<file path="src/rtl/touch_stroke_processor.sv">
// Turns raw touch-panel samples into debounced pen strokes and palette colour picks.
// Strobe semantics: sample_valid qualifies one input sample; every pulse output lasts one cycle.
module touch_stroke_processor #(
  parameter int X_W           = 9,
  parameter int Y_W           = 8,
  parameter int NUM_COLORS    = 5,
  parameter int PAL_X_MIN     = 20,
  parameter int PAL_X_MAX     = 60,
  parameter int PAL_Y_MIN     = 20,
  parameter int SWATCH_H      = 40,
  parameter int DEBOUNCE      = 3,
  parameter int DEFAULT_COLOR = 0
) (
  input  logic           clk_in,
  input  logic           rst_n_in,
  input  logic           sample_valid,
  input  logic           pressed,
  input  logic [X_W-1:0] x_in,
  input  logic [Y_W-1:0] y_in,
  output logic           pt_valid,
  output logic [X_W-1:0] x_out,
  output logic [Y_W-1:0] y_out,
  output logic [2:0]     color_out,
  output logic           stroke_start,
  output logic           stroke_end,
  output logic           color_pick
);

  localparam int CW = $clog2(DEBOUNCE + 1);

  typedef enum logic [2:0] {
    S_IDLE, S_PRESS_PEND, S_DRAW, S_REL_PEND, S_PICK, S_PICK_REL
  } state_t;

  state_t          state, state_d;
  logic [CW-1:0]   cnt, cnt_d, cnt_inc;
  logic            deb_done;
  logic [X_W-1:0]  last_x, last_x_d, x_d;
  logic [Y_W-1:0]  last_y, last_y_d, y_d;
  logic [2:0]      color_d;
  logic            pt_d, start_d, end_d, pick_d;
  logic [31:0]     x_ext, y_ext;
  logic            in_pal, dup;
  logic [NUM_COLORS-1:0] ge;
  logic [2:0]      swatch_idx;

  assign x_ext = 32'(x_in);
  assign y_ext = 32'(y_in);

  assign in_pal = (x_ext > 32'(PAL_X_MIN)) && (x_ext < 32'(PAL_X_MAX)) &&
                  (y_ext > 32'(PAL_Y_MIN)) &&
                  (y_ext < 32'(PAL_Y_MIN + NUM_COLORS * SWATCH_H));

  // One comparator per swatch top edge; the highest edge passed wins.
  for (genvar g = 0; g < NUM_COLORS; g++) begin : g_swatch
    assign ge[g] = (y_ext >= 32'(PAL_Y_MIN + g * SWATCH_H));
  end

  always_comb begin
    swatch_idx = '0;
    for (int i = 0; i < NUM_COLORS; i++)
      if (ge[i]) swatch_idx = 3'(i);
  end

  assign dup      = (x_in == last_x) && (y_in == last_y);
  assign cnt_inc  = cnt + CW'(1);
  // cnt is always 0 when entering a pending phase, so cnt_inc covers the DEBOUNCE=1 case too.
  assign deb_done = (cnt_inc == CW'(DEBOUNCE));

  always_ff @(posedge clk_in or negedge rst_n_in) begin
    if (!rst_n_in) begin
      state <= S_IDLE;
      cnt   <= '0;
    end else begin
      state <= state_d;
      cnt   <= cnt_d;
    end
  end

  always_comb begin
    state_d = state;
    cnt_d   = cnt;
    if (sample_valid) begin
      unique case (state)
        S_IDLE, S_PRESS_PEND: begin
          if (!pressed) begin
            state_d = S_IDLE;
            cnt_d   = '0;
          end else if (deb_done) begin
            state_d = in_pal ? S_PICK : S_DRAW;
            cnt_d   = '0;
          end else begin
            state_d = S_PRESS_PEND;
            cnt_d   = cnt_inc;
          end
        end
        S_DRAW, S_REL_PEND: begin
          if (pressed) begin
            state_d = S_DRAW;
            cnt_d   = '0;
          end else if (deb_done) begin
            state_d = S_IDLE;
            cnt_d   = '0;
          end else begin
            state_d = S_REL_PEND;
            cnt_d   = cnt_inc;
          end
        end
        S_PICK, S_PICK_REL: begin
          if (pressed) begin
            state_d = S_PICK;
            cnt_d   = '0;
          end else if (deb_done) begin
            state_d = S_IDLE;
            cnt_d   = '0;
          end else begin
            state_d = S_PICK_REL;
            cnt_d   = cnt_inc;
          end
        end
        default: begin
          state_d = S_IDLE;
          cnt_d   = '0;
        end
      endcase
    end
  end

  always_comb begin
    pt_d     = 1'b0;
    start_d  = 1'b0;
    end_d    = 1'b0;
    pick_d   = 1'b0;
    x_d      = x_out;
    y_d      = y_out;
    color_d  = color_out;
    last_x_d = last_x;
    last_y_d = last_y;
    if (sample_valid) begin
      unique case (state)
        S_IDLE, S_PRESS_PEND: begin
          if (pressed && deb_done) begin
            if (in_pal) begin
              color_d = swatch_idx;
              pick_d  = 1'b1;
            end else begin
              pt_d     = 1'b1;
              start_d  = 1'b1;
              x_d      = x_in;
              y_d      = y_in;
              last_x_d = x_in;
              last_y_d = y_in;
            end
          end
        end
        S_DRAW, S_REL_PEND: begin
          if (pressed) begin
            if (!in_pal && !dup) begin
              pt_d     = 1'b1;
              x_d      = x_in;
              y_d      = y_in;
              last_x_d = x_in;
              last_y_d = y_in;
            end
          end else if (deb_done) begin
            end_d = 1'b1;
          end
        end
        default: ;
      endcase
    end
  end

  always_ff @(posedge clk_in or negedge rst_n_in) begin
    if (!rst_n_in) begin
      pt_valid     <= 1'b0;
      stroke_start <= 1'b0;
      stroke_end   <= 1'b0;
      color_pick   <= 1'b0;
      x_out        <= '0;
      y_out        <= '0;
      color_out    <= 3'(DEFAULT_COLOR);
      last_x       <= '0;
      last_y       <= '0;
    end else begin
      pt_valid     <= pt_d;
      stroke_start <= start_d;
      stroke_end   <= end_d;
      color_pick   <= pick_d;
      x_out        <= x_d;
      y_out        <= y_d;
      color_out    <= color_d;
      last_x       <= last_x_d;
      last_y       <= last_y_d;
    end
  end

endmodule

</file>
<file path="config.mk">
export PLATFORM = sky130hd
export DESIGN_NAME = touch_stroke_processor
export DESIGN_NICKNAME = d
export VERILOG_FILES = /design/src/rtl/touch_stroke_processor.sv
export SDC_FILE = /design/constraint.sdc
export NUM_CORES = 1
export LEC_CHECK = 0
export CAP_MARGIN = 10
export CORE_MARGIN = 3
export CORE_UTILIZATION = 51
export DETAILED_ROUTE_END_ITERATION = 16
export PLACE_DENSITY_LB_ADDON = 0.05
export SLEW_MARGIN = 15
export SYNTH_ARGS = -nofsm -noshare
export SYNTH_HDL_FRONTEND = slang
export SYNTH_SLANG_ARGS = --single-unit
</file>
<file path="constraint.sdc">
create_clock -name clk_in -period 2.75 [get_ports clk_in]
set_input_delay 0.4125 -clock clk_in [delete_from_list [all_inputs] [get_ports clk_in]]
set_output_delay 0.4125 -clock clk_in [all_outputs]
set_load 0.02 [all_outputs]
</file>
# Word level (Yosys, flattened, before mapping)
# Cells that the tools add are included.
word_totals:
  reg_bits: 29
  wordCells: 88
  output_inout_bits: 24
classes:
  n_eq_ne: 12
  n_mux: 42
  order_cmp: 8
  n_addsub: 1
  n_reduce_logical: 16
ops:
  columns: ["op", "n"]
  rows:
  - ["$mux W9", 4]
  - ["$mux W8", 4]
  - ["$mux W3", 6]
  - ["$pmux W9 S2", 1]
  - ["$ge A8 B8 Y1 const B", 2]
  - ["$mux W1", 16]
  - ["$pmux W8 S2", 1]
  - ["$mux W2", 7]
  - ["$eq A9 B9 Y1", 1]
  - ["$gt A9 B5 Y1 const B", 1]
  - ["$lt A9 B6 Y1 const B", 1]
  - ["$pmux W3 S3", 1]
  - ["$eq A8 B8 Y1", 1]
  - ["$ge A8 B6 Y1 const B", 1]
  - ["$ge A8 B7 Y1 const B", 1]
  - ["$gt A8 B5 Y1 const B", 1]
  - ["$lt A8 B8 Y1 const B", 1]
  - ["$ne A2 B2 Y1 const B", 4]
  - ["$eq A3 B2 Y1 const B", 2]
  - ["$eq A3 B3 Y1 const B", 2]
  - ["$logic_and A1 B1 Y1", 6]
  - ["$reduce_and A6 Y1", 1]
  - ["$reduce_or A2 Y1", 3]
  - ["$pmux W2 S2", 1]
  - ["9 further kinds", 10]

# Longest topological paths before layout
logic_depth:
  ltp_word: 10
  mapped_depth: 8
  ltp_nobuf: 7

# Worst setup path after synthesis
# OpenSTA, ideal clock, no wires.
synth_timing:
  path_type: "input-to-reg"
  from: "in y_in[6]"
  to: "reg last_x[1]"
  setup_time_ns: 0.125
  arrival_time_ns: 1.870
  slack_ns: 0.755
  n_path_buf: 2
  cell_stages: 7
  path_cell_list: "clkbuf_2 -> or3_1 -> a31oi_1 -> or4_4 -> nand3_4 -> buf_12 -> mux2_4"
synth_between:
  elab_chain_cells: 7
  word_cells_on_any_way: 12
  classes_between: "order compare (2); eq/ne (3); reduce/logical (7)"
synth_lines:
  columns: ["element", "line", "text"]
  rows:
  - ["start: declaration", "19", "input logic [Y_W-1:0] y_in,"]
  - ["$gt A8 B5 Y1", "51", "(y_ext > 32'(PAL_Y_MIN)) &&"]
  - ["$logic_and A1 B1 Y1", "50", "assign in_pal = (x_ext > 32'(PAL_X_MIN)) && (x_ext < 32'(PAL_X_MAX)) &&"]
  - ["$logic_and A1 B1 Y1", "51", null]
  - ["$logic_not A1 Y1", "158", "if (!in_pal && !dup) begin"]
  - ["$logic_and A1 B1 Y1", "158", null]
  - ["$ne A2 B2 Y1 (no source line)", null, null]
  - ["$reduce_and A6 Y1 (no source line) *", null, null]
  - ["end signal: assignment", "193", "last_x <= last_x_d;"]
  - ["end: declaration", "38", "logic [X_W-1:0] last_x, last_x_d, x_d;"]
# Every way passes the cells marked *; elsewhere a longest branch is shown, timed or not.
# A chain may end at the register's enable or synchronous reset.

# Worst setup path after layout
layout_timing:
  from: "in y_in[3]"
  to: "reg last_x[0]"
# The elaborated chain is that of the path after synthesis.

==> results.md <==
- The flow ran to the end, and the final reports show no timing, DRC or antenna violations.
- The fraction of synthesis flops using an asynchronous set or reset pin is between 90% and 100%.
- The initial antenna violation count was 0.
- The die is 62.37 µm wide.
- The net switching power figure is 660.2 µW.
- The share of post-route cells with drive strength above 1 is roughly a fifth.
- The number of global-route vias before repair is 1305.
- The die covers 0.003889 mm².
- The antenna diode count is 0.
- The area growth from synthesis to final layout is 30.50%.
- Per report_power, the clock group accounts for 9.6% of the total.
- The instance count of the mapped netlist is ~140.
- Yosys mapped a number of flops with a built-in enable equal to 0.
- The sequential standard cell area is 700.7 µm².
- The floorplan has 19 rows.
- Global routing used a little under a fifth of the available tracks across all layers.
- After synthesis, the cell types taking the most area are dfrtp_1, mux2_4, xnor2_1.
- The top cell type by total area after synthesis is dfrtp_1.
- The most common cell in the synthesized netlist is dfrtp_1.
- The initial standard-cell utilization of the core is between 50% and 60%.
- The sort of element at the start of the critical path is an input pin.
- Summed over all layers, the global routing overflow is 0.
- The mean routed wirelength per cell is 15.08 µm.
- In this run the critical register-to-register path is captured at last_y[0]$_DFFE_PN0P_.
- The cell family contributing the most delay on the critical path is simple AND/OR/NAND/NOR gates.
- Clock-pin slew was measured on the worst setup and hold paths at 160 ps.
- The first-pass GRT wire length is 5913 µm.
- The last weighted congestion value of the routability-driven placer is 0.7846.
- In this run the power density over the cells is 846.8 mW/mm².
- For the worst flop-to-flop path, the logic depth is 7.
- The maximum number of pins on one net before global-route repair is 29.
- Summing all multi-input logic gate instances after layout gives 842.1 µm².
- For this run, design rule violations remaining after detail routing come to 0.
- The required time at the worst-slack endpoint is 2970 ps.
- The floorplan die height is 62.37 µm.
- Buffers placed on the I/O ports in this run total 44.
- Using the TritonRoute via totals, the vias-per-cell ratio works out to 5.249.
- In this run the remaining antenna-violating nets after routing total 0.
- The hold buffer count at CTS is 0.
- The internal power is ~1100 µW.
- For this run, the slowest stage of the critical path takes 610 ps.
- The core outline area is a little under 0.003 mm².
- The kind of end point of the critical path is a flop.
- For this run, the leading register cell type out of synthesis is dfrtp_1.
- The maximum level of the CTS H-tree is 1.
- The fraction of synthesized cell area taken by the top area cell type is between 40% and 50%.
- The tree is rooted in a clkbuf_4.
- The worst clock skew on the final layout is approximately 11 ps.
- The synthesized net count is 162.
- The highest attainable clock frequency is 0.4280 GHz.
- Traced cell by cell, the critical path runs through clkdlybuf4s50_1 -> or2_2 -> a31oi_1 -> or4_4 -> nand3_4 -> mux2_2.
- Counting I/O delays and the setup requirement, the final critical path takes 2337 ps.
- The setup slack of the critical path after layout is approximately 410 ps.
- Of the total power, combinational logic draws 51.8%.
- A synthesized cell averages around 12 µm².
- In this run the worst path has a maximum fanout of 17.
- The first detailed-routing pass ran for 5 iterations.
- The total half-perimeter wirelength after legalization and detailed placement is 2656 µm.
- The total of fill cells in the finished design is 241.
- The total detailed-routing wirelength is about 3400 µm.
- In this run the deepest clock path goes through 2 buffers.
- The startpoint of the most critical register-to-register path is state[2]$_DFFE_PN0P_.
- Max-cap violations in this run came to 0.
- The post-synth design cell area is 0.001620 mm².
- The synthesized netlist contains 35 unique library cells.
- The worst-case vdd ir drop is ~0.53 mV.
- For the final routed database, the setup TNS stands at 0 ps.
- The largest individual stage delay along the critical path comes from the cell or4_4.
- In this run the post-CTS setup repair buffer count came out at 0.
- Setup repair after global routing left no endpoint under its margin.
- The boundary pin count is 45.
- Counting every sink on the clock net gives 28.
- The buffering stage count on the worst path with inverters included is 1.
- The share of the Yosys chip area taken by registers is roughly 43%.
- The tightest min-delay check is of the in2async type.
- The worst slew slack as a fraction of its limit is about 73%.
- Synthesis inferred 28 register bits.
- In the synthesized netlist, the cells that appear most often are dfrtp_1, xnor2_1, mux2_4.
- Summing over every cut layer, the via total after detailed routing is 1181.
- In the finished design, the share of the clock period the worst path needs comes to 84.97%.
- The total number of nets in the final design is 210.
- The violation count after the first detailed-routing iteration is 53.
- The number of CTS-inserted buffers is 3.
- During synthesis, Yosys emitted a total of 0 warnings.
- Sequential cells burn 38.5% of the power.
- Data arrives at the worst endpoint at 2560 ps.
- The critical path in this run is classified as in2reg.
- The max-slew violation count was 0.
- The switching share of power is 36.87%.
- Post-CTS repair changed the size of 0 cells.
- At the pin with the least slew margin, the transition time is 405.1 ps.
- The leakage power is between 0.0009 and 0.001 µW.
- The worst setup timing slack at the placement stage is 69.65 ps.
- Setup violations remaining at the end of the flow were counted as 0.
- The total count of hold-check failures in the final report is 0.
- The clock reaches the later pin of the worst-skew pair after 330 ps.
- TritonCTS built the clock tree.
- The setup check on the worst reg-to-reg path leaves a slack of 630 ps.
cells by family after synthesis:
kind of cell	Yosys count	synth area share, %
buffers and inverters	11	4.787
AOI/OAI and AO/OA	17	6.873
DFF	28	43.24
and+or+nand+nor	37	13.90
adders and majority gates	4	3.089
xor gates and xnor gates	17	9.190
muxes	23	18.92
power groups by stage:
stage / clock network [µW] / logic (µW) / registers (µW)
6_report: 173 / 928 / 690
5_1_grt: 194 / 989 / 716
4_1_cts: 177 / 938 / 692
3_5_place_dp: 0 / 931 / 700
3_3_place_gp: 0 / 914 / 690
2_1_floorplan: 0 / 416 / 831
metal layers:
layer,routed length (µm),GRT usage (%),vias up
met3,114,2.523,6
met2,1687,31.99,38
met5,0,0,-
met1,1544,24.31,563
li1,-,-,574
met4,46,6.336,0
placed cells by master (no fill, tap or decap):
cell	synthesis	routed
mux2_2	9	9
a21oi_1	3	3
or4_4	1	1
buf_4	3	5
nand2_1	6	6
a21boi_0	1	1
xor2_1	2	2
nand4_1	5	5
nor2_4	1	1
inv_1	5	5
o21a_1	1	1
nor2_1	5	5
a22o_1	1	1
o22ai_1	3	3
o21ai_0	2	2
ha_1	4	4
dfrtp_1	28	28
nor2b_1	2	2
nand3_4	1	1
nand2b_1	2	2
clkbuf_4	0	3
nand3_1	4	4
xnor2_1	15	15
a211o_2	1	1
or3_1	2	2
clkdlybuf4s50_1	0	44
mux2_4	13	13
mux2i_1	1	1
nand2_4	1	1
nor3_1	4	4
o311ai_0	1	1
or2b_2	2	2
or2_2	1	1
a31oi_1	4	4
cell type report:
type                    instances  area share, %
inverters                       5         0.8876
repair buffers                 49          22.60
multi-input cells              98          39.82
well taps                      42          2.485
clock buffers                   3          1.065
flip-flops and latches         28          33.14
flip-flops by register name, indices dropped and copies added, names as in the netlist:
register      flops
stroke_end        1
color_pick        1
last_y            8
cnt               2
pt_valid          1
stroke_start      1
state             2
color_out         3
last_x            9
stage by stage:
step	power, µW	std cells	hold slack, ps	area (µm²)	util, %
finish	1791	225	435.9	2115	72.91
global route	1900	225	446.9	2115	72.91
CTS	1808	225	448.1	2115	72.91
detailed placement	1631	222	498.1	2092	72.13
global placement	1604	222	496.0	2092	72.13
floorplan	1248	137	116.9	1620	-
worst max-delay path by stage:
stage	from	end	slack, ps	cells after the start
after floorplan	y_in[6]	last_x[1]$_DFFE_PN0P_	750	7
after global placement	y_in[3]	last_x[8]$_DFFE_PN0P_	120	6
after detailed placement	y_in[3]	last_x[0]$_DFFE_PN0P_	70	6
after CTS	y_in[3]	last_x[0]$_DFFE_PN0P_	420	6
after global routing	y_in[6]	last_x[0]$_DFFE_PN0P_	330	8
final	y_in[3]	last_x[0]$_DFFE_PN0P_	410	6
Note: power is estimated with default switching activity, not from simulation.
